==> src/rtl/sys_ctrl_pkg.sv <==
// sys_ctrl_pkg: opcodes, FSM state encoding and ALU operand addresses for sys_ctrl
package sys_ctrl_pkg;
  localparam logic [7:0] OPC_WR  = 8'hAA;
  localparam logic [7:0] OPC_RD  = 8'hBB;
  localparam logic [7:0] OPC_ALU = 8'hCC;
  localparam logic [7:0] OPC_NOP = 8'hDD;
  localparam logic [3:0] S_IDLE     = 4'd0;
  localparam logic [3:0] S_WR_ADDR  = 4'd1;
  localparam logic [3:0] S_WR_DATA  = 4'd2;
  localparam logic [3:0] S_RD_ADDR  = 4'd3;
  localparam logic [3:0] S_RD_WAIT  = 4'd4;
  localparam logic [3:0] S_OP_A     = 4'd5;
  localparam logic [3:0] S_OP_B     = 4'd6;
  localparam logic [3:0] S_ALU_FUN  = 4'd7;
  localparam logic [3:0] S_ALU_WAIT = 4'd8;
  localparam logic [3:0] S_TX_SEND  = 4'd9;
  localparam int OPA_ADDR = 0;
  localparam int OPB_ADDR = 1;
endpackage

==> src/rtl/sys_ctrl.sv <==
// sys_ctrl: decodes UART byte frames into register-file/ALU commands and returns results to TX
module sys_ctrl
  import sys_ctrl_pkg::*;
#(
  parameter int DATA_WIDTH = 8,
  parameter int ADDR_WIDTH = 4,
  parameter int FUN_WIDTH  = 4,
  parameter int OUT_WIDTH  = 16
) (
  input  logic                  CLK,
  input  logic                  RST,
  input  logic [DATA_WIDTH-1:0] rx_data,
  input  logic                  rx_valid,
  input  logic                  rx_err,
  output logic [ADDR_WIDTH-1:0] rf_addr,
  output logic [DATA_WIDTH-1:0] rf_wr_data,
  output logic                  rf_wr_en,
  output logic                  rf_rd_en,
  input  logic [DATA_WIDTH-1:0] rf_rd_data,
  input  logic                  rf_rd_valid,
  output logic [FUN_WIDTH-1:0]  alu_fun,
  output logic                  alu_en,
  output logic                  alu_gate_en,
  input  logic [OUT_WIDTH-1:0]  alu_out,
  input  logic                  alu_valid,
  output logic [OUT_WIDTH-1:0]  tx_data,
  output logic                  tx_valid,
  input  logic                  tx_ready,
  output logic                  cmd_drop
);
  logic [3:0]            state_q, state_d, next_op;
  logic [ADDR_WIDTH-1:0] rf_addr_q, rf_addr_d;
  logic [DATA_WIDTH-1:0] rf_wr_data_q, rf_wr_data_d;
  logic                  rf_wr_en_q, rf_wr_en_d, rf_rd_en_q, rf_rd_en_d;
  logic [FUN_WIDTH-1:0]  alu_fun_q, alu_fun_d;
  logic                  alu_en_q, alu_en_d, gate_q, gate_d, fire_q, fire_d;
  logic [OUT_WIDTH-1:0]  tx_data_q, tx_data_d;
  logic                  tx_valid_q, tx_valid_d, cmd_drop_q, cmd_drop_d;
  logic                  byte_ok, busy;
  // fire_q delays alu_en one cycle behind the clock-gate enable so the ALU clock is running first
  always_comb begin
    byte_ok = rx_valid && !rx_err;
    busy = state_q == S_RD_WAIT || state_q == S_ALU_WAIT || state_q == S_TX_SEND;
    next_op = rx_data == DATA_WIDTH'(OPC_WR)  ? S_WR_ADDR :
              rx_data == DATA_WIDTH'(OPC_RD)  ? S_RD_ADDR :
              rx_data == DATA_WIDTH'(OPC_ALU) ? S_OP_A    :
              rx_data == DATA_WIDTH'(OPC_NOP) ? S_ALU_FUN : S_IDLE;
    state_d = state_q;
    rf_addr_d = rf_addr_q;
    rf_wr_data_d = rf_wr_data_q;
    rf_wr_en_d = 1'b0;
    rf_rd_en_d = 1'b0;
    alu_fun_d = alu_fun_q;
    alu_en_d = fire_q;
    fire_d = 1'b0;
    gate_d = gate_q;
    tx_data_d = tx_data_q;
    tx_valid_d = tx_valid_q;
    cmd_drop_d = rx_valid && (rx_err || busy || (state_q == S_IDLE && next_op == S_IDLE));
    case (state_q)
      S_IDLE: state_d = byte_ok ? next_op : S_IDLE;
      S_WR_ADDR: if (byte_ok) begin
        rf_addr_d = rx_data[ADDR_WIDTH-1:0];
        state_d = S_WR_DATA;
      end
      S_WR_DATA: if (byte_ok) begin
        rf_wr_data_d = rx_data;
        rf_wr_en_d = 1'b1;
        state_d = S_IDLE;
      end
      S_RD_ADDR: if (byte_ok) begin
        rf_addr_d = rx_data[ADDR_WIDTH-1:0];
        rf_rd_en_d = 1'b1;
        state_d = S_RD_WAIT;
      end
      S_RD_WAIT: if (rf_rd_valid) begin
        tx_data_d = OUT_WIDTH'(rf_rd_data);
        tx_valid_d = 1'b1;
        state_d = S_TX_SEND;
      end
      S_OP_A, S_OP_B: if (byte_ok) begin
        rf_addr_d = state_q == S_OP_A ? ADDR_WIDTH'(OPA_ADDR) : ADDR_WIDTH'(OPB_ADDR);
        rf_wr_data_d = rx_data;
        rf_wr_en_d = 1'b1;
        state_d = state_q == S_OP_A ? S_OP_B : S_ALU_FUN;
      end
      S_ALU_FUN: if (byte_ok) begin
        alu_fun_d = rx_data[FUN_WIDTH-1:0];
        gate_d = 1'b1;
        fire_d = 1'b1;
        state_d = S_ALU_WAIT;
      end
      S_ALU_WAIT: if (alu_valid && !fire_q) begin
        tx_data_d = alu_out;
        tx_valid_d = 1'b1;
        gate_d = 1'b0;
        state_d = S_TX_SEND;
      end
      S_TX_SEND: if (tx_ready) begin
        tx_valid_d = 1'b0;
        state_d = S_IDLE;
      end
      default: state_d = S_IDLE;
    endcase
    if (rx_valid && rx_err && !busy) state_d = S_IDLE;
  end
  always_ff @(posedge CLK) begin
    if (RST) begin
      state_q <= S_IDLE;
      rf_addr_q <= '0;
      rf_wr_data_q <= '0;
      rf_wr_en_q <= 1'b0;
      rf_rd_en_q <= 1'b0;
      alu_fun_q <= '0;
      alu_en_q <= 1'b0;
      gate_q <= 1'b0;
      fire_q <= 1'b0;
      tx_data_q <= '0;
      tx_valid_q <= 1'b0;
      cmd_drop_q <= 1'b0;
    end else begin
      state_q <= state_d;
      rf_addr_q <= rf_addr_d;
      rf_wr_data_q <= rf_wr_data_d;
      rf_wr_en_q <= rf_wr_en_d;
      rf_rd_en_q <= rf_rd_en_d;
      alu_fun_q <= alu_fun_d;
      alu_en_q <= alu_en_d;
      gate_q <= gate_d;
      fire_q <= fire_d;
      tx_data_q <= tx_data_d;
      tx_valid_q <= tx_valid_d;
      cmd_drop_q <= cmd_drop_d;
    end
  end
  assign rf_addr = rf_addr_q;
  assign rf_wr_data = rf_wr_data_q;
  assign rf_wr_en = rf_wr_en_q;
  assign rf_rd_en = rf_rd_en_q;
  assign alu_fun = alu_fun_q;
  assign alu_en = alu_en_q;
  assign alu_gate_en = gate_q;
  assign tx_data = tx_data_q;
  assign tx_valid = tx_valid_q;
  assign cmd_drop = cmd_drop_q;
endmodule

==> config.mk <==
export PLATFORM = sky130hd
export DESIGN_NAME = sys_ctrl
export DESIGN_NICKNAME = d
export VERILOG_FILES = /design/src/rtl/sys_ctrl_pkg.sv /design/src/rtl/sys_ctrl.sv
export SDC_FILE = /design/constraint.sdc
export NUM_CORES = 1
export LEC_CHECK = 0
export ABC_AREA = 0
export CORE_UTILIZATION = 44
export DETAILED_ROUTE_END_ITERATION = 6
export GPL_ROUTABILITY_DRIVEN = 1
export HOLD_SLACK_MARGIN = 0.05
export PLACE_DENSITY = 0.8
export SYNTH_ARGS = -nofsm -noshare
export SYNTH_HDL_FRONTEND = slang
export SYNTH_SLANG_ARGS = --single-unit
==> constraint.sdc <==
create_clock -name CLK -period 1.95 [get_ports CLK]
set_clock_uncertainty 0.05 [all_clocks]
set_input_delay 0.39 -clock CLK [delete_from_list [all_inputs] [get_ports CLK]]
set_output_delay 0.39 -clock CLK [all_outputs]
set_load 0.05 [all_outputs]
==> reports/metrics.yaml <==
tritoncts: "yes"
detail_route.iter0.violations: 102
multiInputGateArea_um2: 1060
critPathSlowestCell: "sky130_fd_sc_hd__clkdlybuf4s50_1"
portBuffers: 76
required_ps: 1510
worst_setup_hold_path_clk_slew_ps: 80
root_buffer: "sky130_fd_sc_hd__clkbuf_8"
ys_types: 50
synth_fa_ha_area_share_pct: 0
globalRouteTotalUtil_pct: 21.19
synthesis.area_um2: 2008
critical_path.top_delay_family: "buffers and inverters"
final_max_slew_viol_count: 0
antenna_cells: 0
power.static_leakage_nw: 1.141
first_global_vias: 1813
crit_path_max_incr_delay_ps: 810
route.detailed.wl_per_inst_um: 14.28
slew_hr_pct: 56.59
gr-max-usage-layer: "met2"
groute.layer.met1.usage_pct: 27.51
global_route_met3_utilization_pct: 6.105
worstMarginPinSlew_ps: 646.8
post_synthesis_compound_gate_area_fraction_pct: 19.94
fin_cells: 358
yosysSeqAreaShare_pct: 42.87
cts_resized: 0
clock_path_buffers: 2
proportion_of_synthesized_flip_flops_having_asynchronous_set_or_reset_pct: 0
maxCapViolations: 0
worstPathArrival_ps: 1460
combinational_family_with_the_most_area_after_synthesis: "simple AND/OR/NAND/NOR gates"
synthXorXnorAreaFrac_pct: 1.308
postSynthNetCount: 251
num-nets-final: 344
peakVddDrop_mv: 0.4697
viasPerCell: 5.321
yosys_warnings: 0
drt.antenna.violating_nets: 0
die_area_um2: 4838
gpl.final_weighted_congestion: 0.9711
critical_path_start_type: "flop"
syn_to_final_growth_pct: 51.46
synth-main-ff-cell: "sky130_fd_sc_hd__dfxtp_1"
routed_wl_um: 5114
worst-setup-path-type: "flop to output port"
cellPowerDensity_nw_per_um2: 529.1
detail_route.drc_violations: 0
yosys_register_bits: 43
post_synth_inst_count: 212
totalPowerFinal_w: 0.001609
cts-hold-fix-buffers: 0
hold_violation_total_from_the_final_report: 0
yosys.area.top_type_share_pct: 42.87
coreArea_um2: 4384
post-cts-setup-buffer-count: 0
hold_slack_ps: 425.2
ff_latch_area_um2: 862.1
critical_path_peak_fanout: 2
number_of_enable_flip_flop_cells_after_synthesis: 0
hpwl_um: 3756
grt_pass1_wl_um: 8293
setup-tns-final_ps: 0
finalSetupViolCount: 0
layout_worst_path_cycle_share_pct: 97.57
post_synth_simple_gate_area_pct: 21.56
syn_area_per_cell_um2: 9.473
grt_max_degree: 36
layout-drive-gt1-share_pct: 14.71
grt_antenna_before_repair: 0
clk_latency_ps: 300
status: "completed"
cts_made_buffers: 5
route.vias.total: 1905
min_period_ps: 1903
crit_path_end_kind: "output port"
rsz0062_at_grt: "yes"
drt_pass1_iterations: 4
start_util_pct: 45.80
hold_path_class: "flop to flop"
boundaryPins: 77
yosys.area.top_type: "sky130_fd_sc_hd__dfxtp_1"
final.fill_count: 357
clock_sinks: 43
cp_num_buf_inv: 1
fmaxAchievable_mhz: 525.6
synth.top_cells.by_area: "sky130_fd_sc_hd__dfxtp_1 43%, sky130_fd_sc_hd__mux2i_1 10%, sky130_fd_sc_hd__nor2_1 6.5%"
groute.layer.met2.usage_pct: 33.44
rows: 24
critical_path.cell_chain: "clkdlybuf4s50_1"
die-height_um: 69.56
global_route_total_overflow: 0
placed_cells_incl_taps: 350
muxShareOfSynthArea_pct: 9.969
die_width_um: 69.56
h-tree-depth: 2
==> cell usage in the layout, fill, tap and decap left out, types with 2 or more instances in the layout <==
cell type,instances
sky130_fd_sc_hd__dfxtp_1,42
sky130_fd_sc_hd__nor3_1,4
sky130_fd_sc_hd__nand3b_1,2
sky130_fd_sc_hd__o311ai_0,2
sky130_fd_sc_hd__nor4_1,2
sky130_fd_sc_hd__nand2b_1,7
sky130_fd_sc_hd__nand2_1,4
sky130_fd_sc_hd__nor2_1,35
sky130_fd_sc_hd__a31oi_1,2
sky130_fd_sc_hd__o21ai_0,6
sky130_fd_sc_hd__nand3_1,5
sky130_fd_sc_hd__a22oi_1,9
sky130_fd_sc_hd__a211oi_1,9
sky130_fd_sc_hd__buf_12,2
sky130_fd_sc_hd__o31ai_1,3
sky130_fd_sc_hd__nor2b_1,4
sky130_fd_sc_hd__mux2i_1,20
sky130_fd_sc_hd__inv_1,3
sky130_fd_sc_hd__clkdlybuf4s50_1,73
sky130_fd_sc_hd__xor2_1,3
sky130_fd_sc_hd__clkbuf_8,5
sky130_fd_sc_hd__a21oi_1,7
sky130_fd_sc_hd__and2_1,2
sky130_fd_sc_hd__buf_4,25
==> synth_stat cells (all sizes together), types with 3 or more instances <==
library cell / count
a21oi: 8
nand2: 4
nand3: 5
mux2i: 20
nor2: 35
dfxtp: 43
a211oi: 9
inv: 3
o31ai: 3
o21ai: 7
a22oi: 9
nor2b: 4
nand2b: 7
xor2: 3
clkbuf: 7
buf: 7
nor3: 4
==> routing by layer <==
layer / share of wire, % / wire length, µm
met1: 43 / 2204
met2: 48 / 2469
met3: 7.5 / 384
met4: 1.1 / 56
met5: 0 / 0
==> stage by stage <==
stage          utilization, %  worst slack, ps  cell area, µm²
2_1_floorplan               -            192.6            2008
3_3_place_gp            67.41           -170.1            2955
3_5_place_dp            67.41           -249.3            2955
4_1_cts                 69.35            39.42            3040
5_1_grt                 69.38           -3.926            3042
6_report                69.38            47.37            3042
==> logic make-up after synthesis <==
| kind of cell | count (synthesis) |
|---|---|
| AO/OA/AOI/OAI | 51 |
| buffers and inverters | 17 |
| flip-flops | 43 |
| AND/OR/NAND/NOR | 78 |
| multiplexers | 20 |
| XOR/XNOR | 3 |
==> report_power, final <==
| part | switching, W | leakage [nW] | internal [W] |
|---|---|---|---|
| combinational | 0.0000708 | 0.753 | 0.000104 |
| sequential | 0.00000221 | 0.347 | 0.000880 |
| clock | 0.000302 | 0.0412 | 0.000250 |
==> flip-flops by register name (all words and copies together), names as in the netlist, 4 cells and up <==
| name | flops |
|---|---|
| rf_wr_data | 8 |
| tx_data | 16 |
| alu_fun | 4 |
| rf_addr | 4 |
| state_q | 4 |
==> layout make-up <==
cell class / count / area share (%)
Inverter: 3 / 0.3702
Sequential cell: 43 / 28.34
Timing Repair Buffer: 100 / 31.51
Clock buffer: 6 / 2.386
Clock inverter: 2 / 0.4114
Multi-Input combinational cell: 152 / 34.84
Tap cell: 52 / 2.139
==> worst paths after layout <==
kind | startpoint | endpoint | slack [ps] | cells past startpoint
worst max register to register | state_q[1]$_SDFFE_PP0P_ | state_q[3]$_SDFFE_PP0P_ | 160 | 5
worst min register to register | rf_addr[1]$_SDFFE_PP0P_ | rf_addr[1]$_SDFFE_PP0P_ | 430 | 2
worst min-delay path | rf_addr[1]$_SDFFE_PP0P_ | rf_addr[1]$_SDFFE_PP0P_ | 430 | 2
worst max-delay path | rf_wr_data[1]$_SDFFE_PP0P_ | rf_wr_data[1] | 50 | 1
Power figures use the tool's default switching activity.
